--- src/rtl/alu_pkg.sv ---
// Shared opcode and state definitions, plus the ALU control decoder, for the ALU execution unit.
package alu_pkg;

  localparam int unsigned DATA_W  = 32;
  localparam int unsigned CTRL_W  = 3;
  localparam int unsigned SHAMT_W = 5;

  typedef enum logic [CTRL_W-1:0] {
    ALU_ADD = 3'b000,
    ALU_SUB = 3'b001,
    ALU_AND = 3'b010,
    ALU_OR  = 3'b011,
    ALU_XOR = 3'b100,
    ALU_SLT = 3'b101,
    ALU_SLL = 3'b110,
    ALU_SRL = 3'b111
  } alu_op_e;

  typedef enum logic {
    ST_IDLE  = 1'b0,
    ST_SHIFT = 1'b1
  } state_e;

  typedef struct packed {
    alu_op_e           op;
    logic [DATA_W-1:0] a;
    logic [DATA_W-1:0] b;
  } alu_req_t;

  function automatic logic is_shift(alu_op_e op);
    return (op == ALU_SLL) || (op == ALU_SRL);
  endfunction

  // Single-cycle result; shift codes pass src_a through, which is only used for a zero amount.
  function automatic logic [DATA_W-1:0] alu_comb(alu_req_t req);
    logic [DATA_W-1:0] r;
    r = req.a;
    case (req.op)
      ALU_ADD: r = req.a + req.b;
      ALU_SUB: r = req.a - req.b;
      ALU_AND: r = req.a & req.b;
      ALU_OR:  r = req.a | req.b;
      ALU_XOR: r = req.a ^ req.b;
      ALU_SLT: r = {{(DATA_W-1){1'b0}}, ($signed(req.a) < $signed(req.b))};
      default: r = req.a;
    endcase
    return r;
  endfunction

endpackage

--- src/rtl/alu_serial_shifter.sv ---
// Bit-serial shifter: one bit position per cycle until the loaded count is exhausted.
module alu_serial_shifter
  import alu_pkg::*;
(
  input  logic               clk,
  input  logic               rst_n,
  input  logic               start_i,
  input  logic               dir_right_i,
  input  logic [DATA_W-1:0]  operand_i,
  input  logic [SHAMT_W-1:0] amount_i,
  output logic               done_c_o,
  output logic [DATA_W-1:0]  value_c_o
);

  logic [DATA_W-1:0]  opnd_q;
  logic [SHAMT_W-1:0] cnt_q;
  logic               dir_q;
  logic [DATA_W-1:0]  step_c;

  // Value after the pending step; once the count is spent the operand is already final.
  always_comb begin
    step_c    = dir_q ? (opnd_q >> 1) : (opnd_q << 1);
    value_c_o = (cnt_q == '0) ? opnd_q : step_c;
    done_c_o  = (cnt_q <= SHAMT_W'(1));
  end

  always_ff @(posedge clk or negedge rst_n) begin
    if (!rst_n) begin
      opnd_q <= '0;
      cnt_q  <= '0;
      dir_q  <= 1'b0;
    end else if (start_i) begin
      opnd_q <= operand_i;
      cnt_q  <= amount_i;
      dir_q  <= dir_right_i;
    end else if (cnt_q != '0) begin
      opnd_q <= step_c;
      cnt_q  <= cnt_q - SHAMT_W'(1);
    end
  end

endmodule

--- src/rtl/alu_exec_unit.sv ---
// ALU execution unit: single-cycle arithmetic/logic, serial shifts, valid/ready on both sides.
module alu_exec_unit
  import alu_pkg::*;
(
  input  logic                clk,
  input  logic                rst_n,
  input  logic                in_valid,
  output logic                in_ready,
  input  logic [CTRL_W-1:0]   alu_ctrl,
  input  logic [DATA_W-1:0]   src_a,
  input  logic [DATA_W-1:0]   src_b,
  output logic                out_valid,
  input  logic                out_ready,
  output logic [DATA_W-1:0]   result,
  output logic                zero,
  output logic                busy
);

  state_e             state_q, state_d;
  logic               out_valid_q, out_valid_d;
  logic [DATA_W-1:0]  result_q, result_d;
  logic               zero_q, zero_d;

  alu_req_t           req_c;
  logic               out_free_c;
  logic               accept_c;
  logic               sh_start_c;
  logic               sh_done_c;
  logic [DATA_W-1:0]  sh_value_c;
  logic               load_c;
  logic [DATA_W-1:0]  load_val_c;
  logic [SHAMT_W-1:0] shamt_c;

  assign req_c      = '{op: alu_op_e'(alu_ctrl), a: src_a, b: src_b};
  assign shamt_c    = src_b[SHAMT_W-1:0];
  assign out_free_c = !out_valid_q || out_ready;
  assign in_ready   = (state_q == ST_IDLE) && out_free_c;
  assign accept_c   = in_valid && in_ready;

  alu_serial_shifter u_shifter (
    .clk        (clk),
    .rst_n      (rst_n),
    .start_i    (sh_start_c),
    .dir_right_i(req_c.op == ALU_SRL),
    .operand_i  (src_a),
    .amount_i   (shamt_c),
    .done_c_o   (sh_done_c),
    .value_c_o  (sh_value_c)
  );

  always_ff @(posedge clk or negedge rst_n) begin
    if (!rst_n) state_q <= ST_IDLE;
    else        state_q <= state_d;
  end

  // Next state plus the output-register load decision.
  always_comb begin
    state_d    = state_q;
    sh_start_c = 1'b0;
    load_c     = 1'b0;
    load_val_c = alu_comb(req_c);
    case (state_q)
      ST_IDLE: begin
        if (accept_c) begin
          if (is_shift(req_c.op) && (shamt_c != '0)) begin
            sh_start_c = 1'b1;
            state_d    = ST_SHIFT;
          end else begin
            load_c = 1'b1;
          end
        end
      end
      ST_SHIFT: begin
        load_val_c = sh_value_c;
        if (sh_done_c && out_free_c) begin
          load_c  = 1'b1;
          state_d = ST_IDLE;
        end
      end
      default: state_d = ST_IDLE;
    endcase
  end

  // A load wins over consumption so back-to-back results keep out_valid high.
  always_comb begin
    out_valid_d = out_valid_q;
    result_d    = result_q;
    zero_d      = zero_q;
    if (load_c) begin
      out_valid_d = 1'b1;
      result_d    = load_val_c;
      zero_d      = (load_val_c == '0);
    end else if (out_ready) begin
      out_valid_d = 1'b0;
    end
  end

  always_ff @(posedge clk or negedge rst_n) begin
    if (!rst_n) begin
      out_valid_q <= 1'b0;
      result_q    <= '0;
      zero_q      <= 1'b0;
    end else begin
      out_valid_q <= out_valid_d;
      result_q    <= result_d;
      zero_q      <= zero_d;
    end
  end

  assign out_valid = out_valid_q;
  assign result    = result_q;
  assign zero      = zero_q;
  assign busy      = (state_q == ST_SHIFT);

endmodule

--- config.mk ---
export PLATFORM = sky130hd
export DESIGN_NAME = alu_exec_unit
export DESIGN_NICKNAME = d
export VERILOG_FILES = /design/src/rtl/alu_pkg.sv /design/src/rtl/alu_serial_shifter.sv /design/src/rtl/alu_exec_unit.sv
export SDC_FILE = /design/constraint.sdc
export NUM_CORES = 1
export LEC_CHECK = 0
export BUFFER_PORTS_ARGS = -buffer_cell sky130_fd_sc_hd__buf_4
export CAP_MARGIN = 20
export CORE_UTILIZATION = 45
export CTS_CLUSTER_SIZE = 10
export DETAILED_ROUTE_END_ITERATION = 6
export SYNTH_ARGS = -nofsm -noshare
export SYNTH_HDL_FRONTEND = slang
export SYNTH_SLANG_ARGS = --single-unit
--- constraint.sdc ---
create_clock -name clk -period 10.1 [get_ports clk]
set_input_delay 0.505 -clock clk [delete_from_list [all_inputs] [get_ports clk]]
set_output_delay 0.505 -clock clk [all_outputs]
set_load 0.01 [all_outputs]
==> results.yml <==
die:
  rows: 54
  start_util_pct: 46.0
  fp.dieH_um: 151
  die_area_um2: 22900
  die_w_um: 151
  boundaryPins: 107
  coreArea_um2: 21800
clock_tree:
  cts-buffers-inserted: 9
  cts_sinks: 73
  post-cts-setup-buffer-count: 0
  cts_max_path_buffers: 2
  clk-insertion-delay-late_ns: 0.36
  h-tree-depth: 3
  path_clk_slew_ns: 0.07
  cts_tree: "built"
  cts_resized: 0
  cts_root_buffer: "clkbuf_16"
  cts-hold-fix-buffers: 0
worst_setup_path:
  critPathArrivalTime_ns: 4.70
  crit_fanout: 54
  setup.worst_path.end_class: "flop"
  r2r_slack_ns: 5.91
  startpoint_type: "input pin"
  required_ns: 10.36
  worstSetupPathType: "input pin to flop"
placement:
  postPlaceCellArea_um2: 10900
  port_buffers: 106
  place_congestion: 0.987
  hpwlAfterDp_um: 30300
final_layout:
  fillers: 2204
  multiInputGateArea_um2: 7480
  layout-drive-gt1-share_pct: 12.1
  design_area_um2: 11200
  nNetsFinal: 1617
  synthToLayoutAreaGrowth_pct: 11.8
  regArea_um2: 1830
  n_antenna_cell: 0
synthesis:
  synth_top_family_by_area: "compound AO/OA/AOI/OAI gates"
  synth_fa_ha_area_share_pct: 13.6
  seq_area_frac_synth_pct: 18.2
  synth_fp_nets: 1582
  netlist_area_um2: 10000
  synth_area_leaders: "dfrtp_1 (18%), ha_1 (13%), a21oi_1 (7.4%)"
  yosys.area_share.simple_pct: 21.4
  avgSynthCellArea_um2: 7.16
  ys_seq_elements: 73
  synth_edf_count: 0
  synth_cell_types: 80
  synth_xor_area_share_pct: 1.57
  async_flop_share_pct: 100
  synth-compound-area-share_pct: 32.2
  synth-main-ff-cell: "dfrtp_1"
  yosys_warnings: 0
  syn_inst: 1403
  synth_top_area_share_pct: 18.2
  yosysTopAreaCell: "dfrtp_1"
  muxShareOfSynthArea_pct: 5.48
drt:
  ant_nets: 0
  post_drt_wl_per_cell_um: 23.7
  wirelength_um: 40800
  drc_errors: 0
  vias: 11100
  vias_per_cell: 6.45
  drtIter0Drc: 1295
  drtPass1Iterations: 6
hold_path:
  hp-class: "input pin to asynchronous set/reset pin"
power_and_ir_drop:
  power_density_nw_per_um2: 198
  p_sw_uw: 1100
  combinationalPowerShare_pct: 59.4
  internal-power_uw: 1130
  finalPower_uw: 2230
  pwr-share-seq_pct: 25.6
  clock_power_share_pct: 15.0
  vdd_drop_max_mv: 0.104
  swShare_pct: 49.4
  leakage_uw: 0.00497
sta:
  fmax_mhz: 225
  finClkSkew_ns: 0.0188
  slew_violations: 0
  relSlewSlack_pct: 36.0
  tns_ns: 0
  hold_viol: 0
  max_slew.worst_pin.slew_ns: 0.952
  min_period_ns: 4.44
  rsz0062_at_grt: "false"
  period_share_pct: 44.0
  setup_viol: 0
global_route:
  gr-total-overflow: 0
  grt_max_degree: 74
  grt_pass1_wl_um: 61300
  antenna_found_initial: 0
  track_usage_pct: 36.0
  grt_pass1_vias: 9858
job:
  cap_violations: 0
run_status:
  status: "completed"
-- placed cells by master (no fill, tap or decap), types with 15 or more instances in the layout --
| cell type | n |
|---|---|
| ha_1 | 106 |
| nand3_1 | 25 |
| o21ai_0 | 114 |
| nand2_1 | 142 |
| buf_4 | 119 |
| o31ai_1 | 17 |
| nand4_1 | 20 |
| a211oi_1 | 24 |
| nor2_1 | 155 |
| nor2b_1 | 16 |
| inv_1 | 96 |
| a21oi_1 | 149 |
| mux2i_1 | 37 |
| mux2_2 | 15 |
| o211ai_1 | 16 |
| dfrtp_1 | 72 |
| xnor2_1 | 16 |
| nor3_1 | 25 |
-- worst paths after layout --
path                                                start                                to  cells past startpoint
min reg2reg                        result[27]$_DFFE_PN0P_            result[27]$_DFFE_PN0P_                      2
min in group clk                                src_a[20]  u_shifter.opnd_q[20]$_DFFE_PN0P_                      3
max in group asynchronous                           rst_n             result[2]$_DFFE_PN0P_                      2
max                                           alu_ctrl[2]                  zero$_DFFE_PN0P_                     12
min                                                 rst_n    u_shifter.cnt_q[3]$_DFFE_PN0P_                      1
max reg2reg                u_shifter.cnt_q[0]$_DFFE_PN0P_                  zero$_DFFE_PN0P_                     14
-- per-layer routing --
layer	vias up	wire, um	track usage [%]
li1	5167	-	-
met1	5293	19400	54.7
met2	586	16400	49.7
met3	56	4060	7.86
met4	0	940	9.70
met5	-	0	0
-- critical path, stage by stage --
cell and delay [ns]:
buf_4 0.53, clkinv_1 0.74, nand3_1 0.60, buf_4 0.34, a21oi_1 0.06, or3_1 0.32
o211ai_1 0.36, and4b_1 0.30, nand4_1 0.18, nor4b_2 0.34, nand4b_1 0.14, o31ai_2 0.24
-- through the flow --
| stage | util, % | hold WS (ns) | setup WS [ns] | instances |
|---|---|---|---|---|
| 5_1_grt | 51.5 | 0.0592 | 5.43 | 1722 |
| 6_report | 51.5 | 0.0475 | 5.66 | 1722 |
| 2_1_floorplan | - | 0.209 | 6.56 | 1403 |
| 3_3_place_gp | 50.0 | 0.452 | 5.54 | 1706 |
| 3_5_place_dp | 50.0 | 0.459 | 5.43 | 1706 |
| 4_1_cts | 51.4 | 0.366 | 5.79 | 1721 |
-- area by class of cell --
class	instances	share of cell area, %
Inverter	97	3.24
Sequential cell	73	16.3
Clock buffer	11	2.07
Tap cell	280	3.12
Clock inverter	4	0.490
Timing Repair Buffer	120	8.20
Multi-Input combinational cell	1137	66.6
-- state kept, by name, indices dropped and copies added, names as in the netlist --
signal and flops:
out_valid 1, u_shifter.dir_q 1, u_shifter.cnt_q 5, result 32
u_shifter.opnd_q 32, busy 1, zero 1
-- cell usage after synthesis (8+ instances only) --
cell	number
o22ai_1	12
nand2_1	142
a211oi_1	24
nor2b_1	17
a221oi_1	10
a21o_1	12
o221ai_1	13
mux2_2	15
nor4_1	12
dfrtp_1	73
o2111ai_1	8
a31oi_1	9
o21ai_0	114
xnor2_1	16
buf_1	12
nor2_1	156
o21bai_1	13
o31ai_1	17
nor3_1	26
nand3_1	25
nand4_1	20
a2111oi_0	11
a21oi_1	149
or2_2	10
o21a_1	9
nand2b_1	11
and2_1	9
a22oi_1	9
clkbuf_1	61
o211ai_1	16
mux2i_1	37
ha_1	106
buf_2	21
a221o_1	8
inv_1	96
-- cells by family after synthesis --
family / after synthesis
AOI/OAI and AO/OA: 498
xor gates and xnor gates: 18
adders and majority gates: 108
buffers and inverters: 193
DFF: 73
muxes: 53
and+or+nand+nor: 460
-- power by group through the flow --
stage	sequential [uW]	clock, uW	combinational (uW)
finish	571	334	1320
global route	585	345	1440
CTS	565	335	1290
detailed placement	571	0	1290
global placement	570	0	1280
floorplan	537	0	828
(Power assumes the default switching activity.)
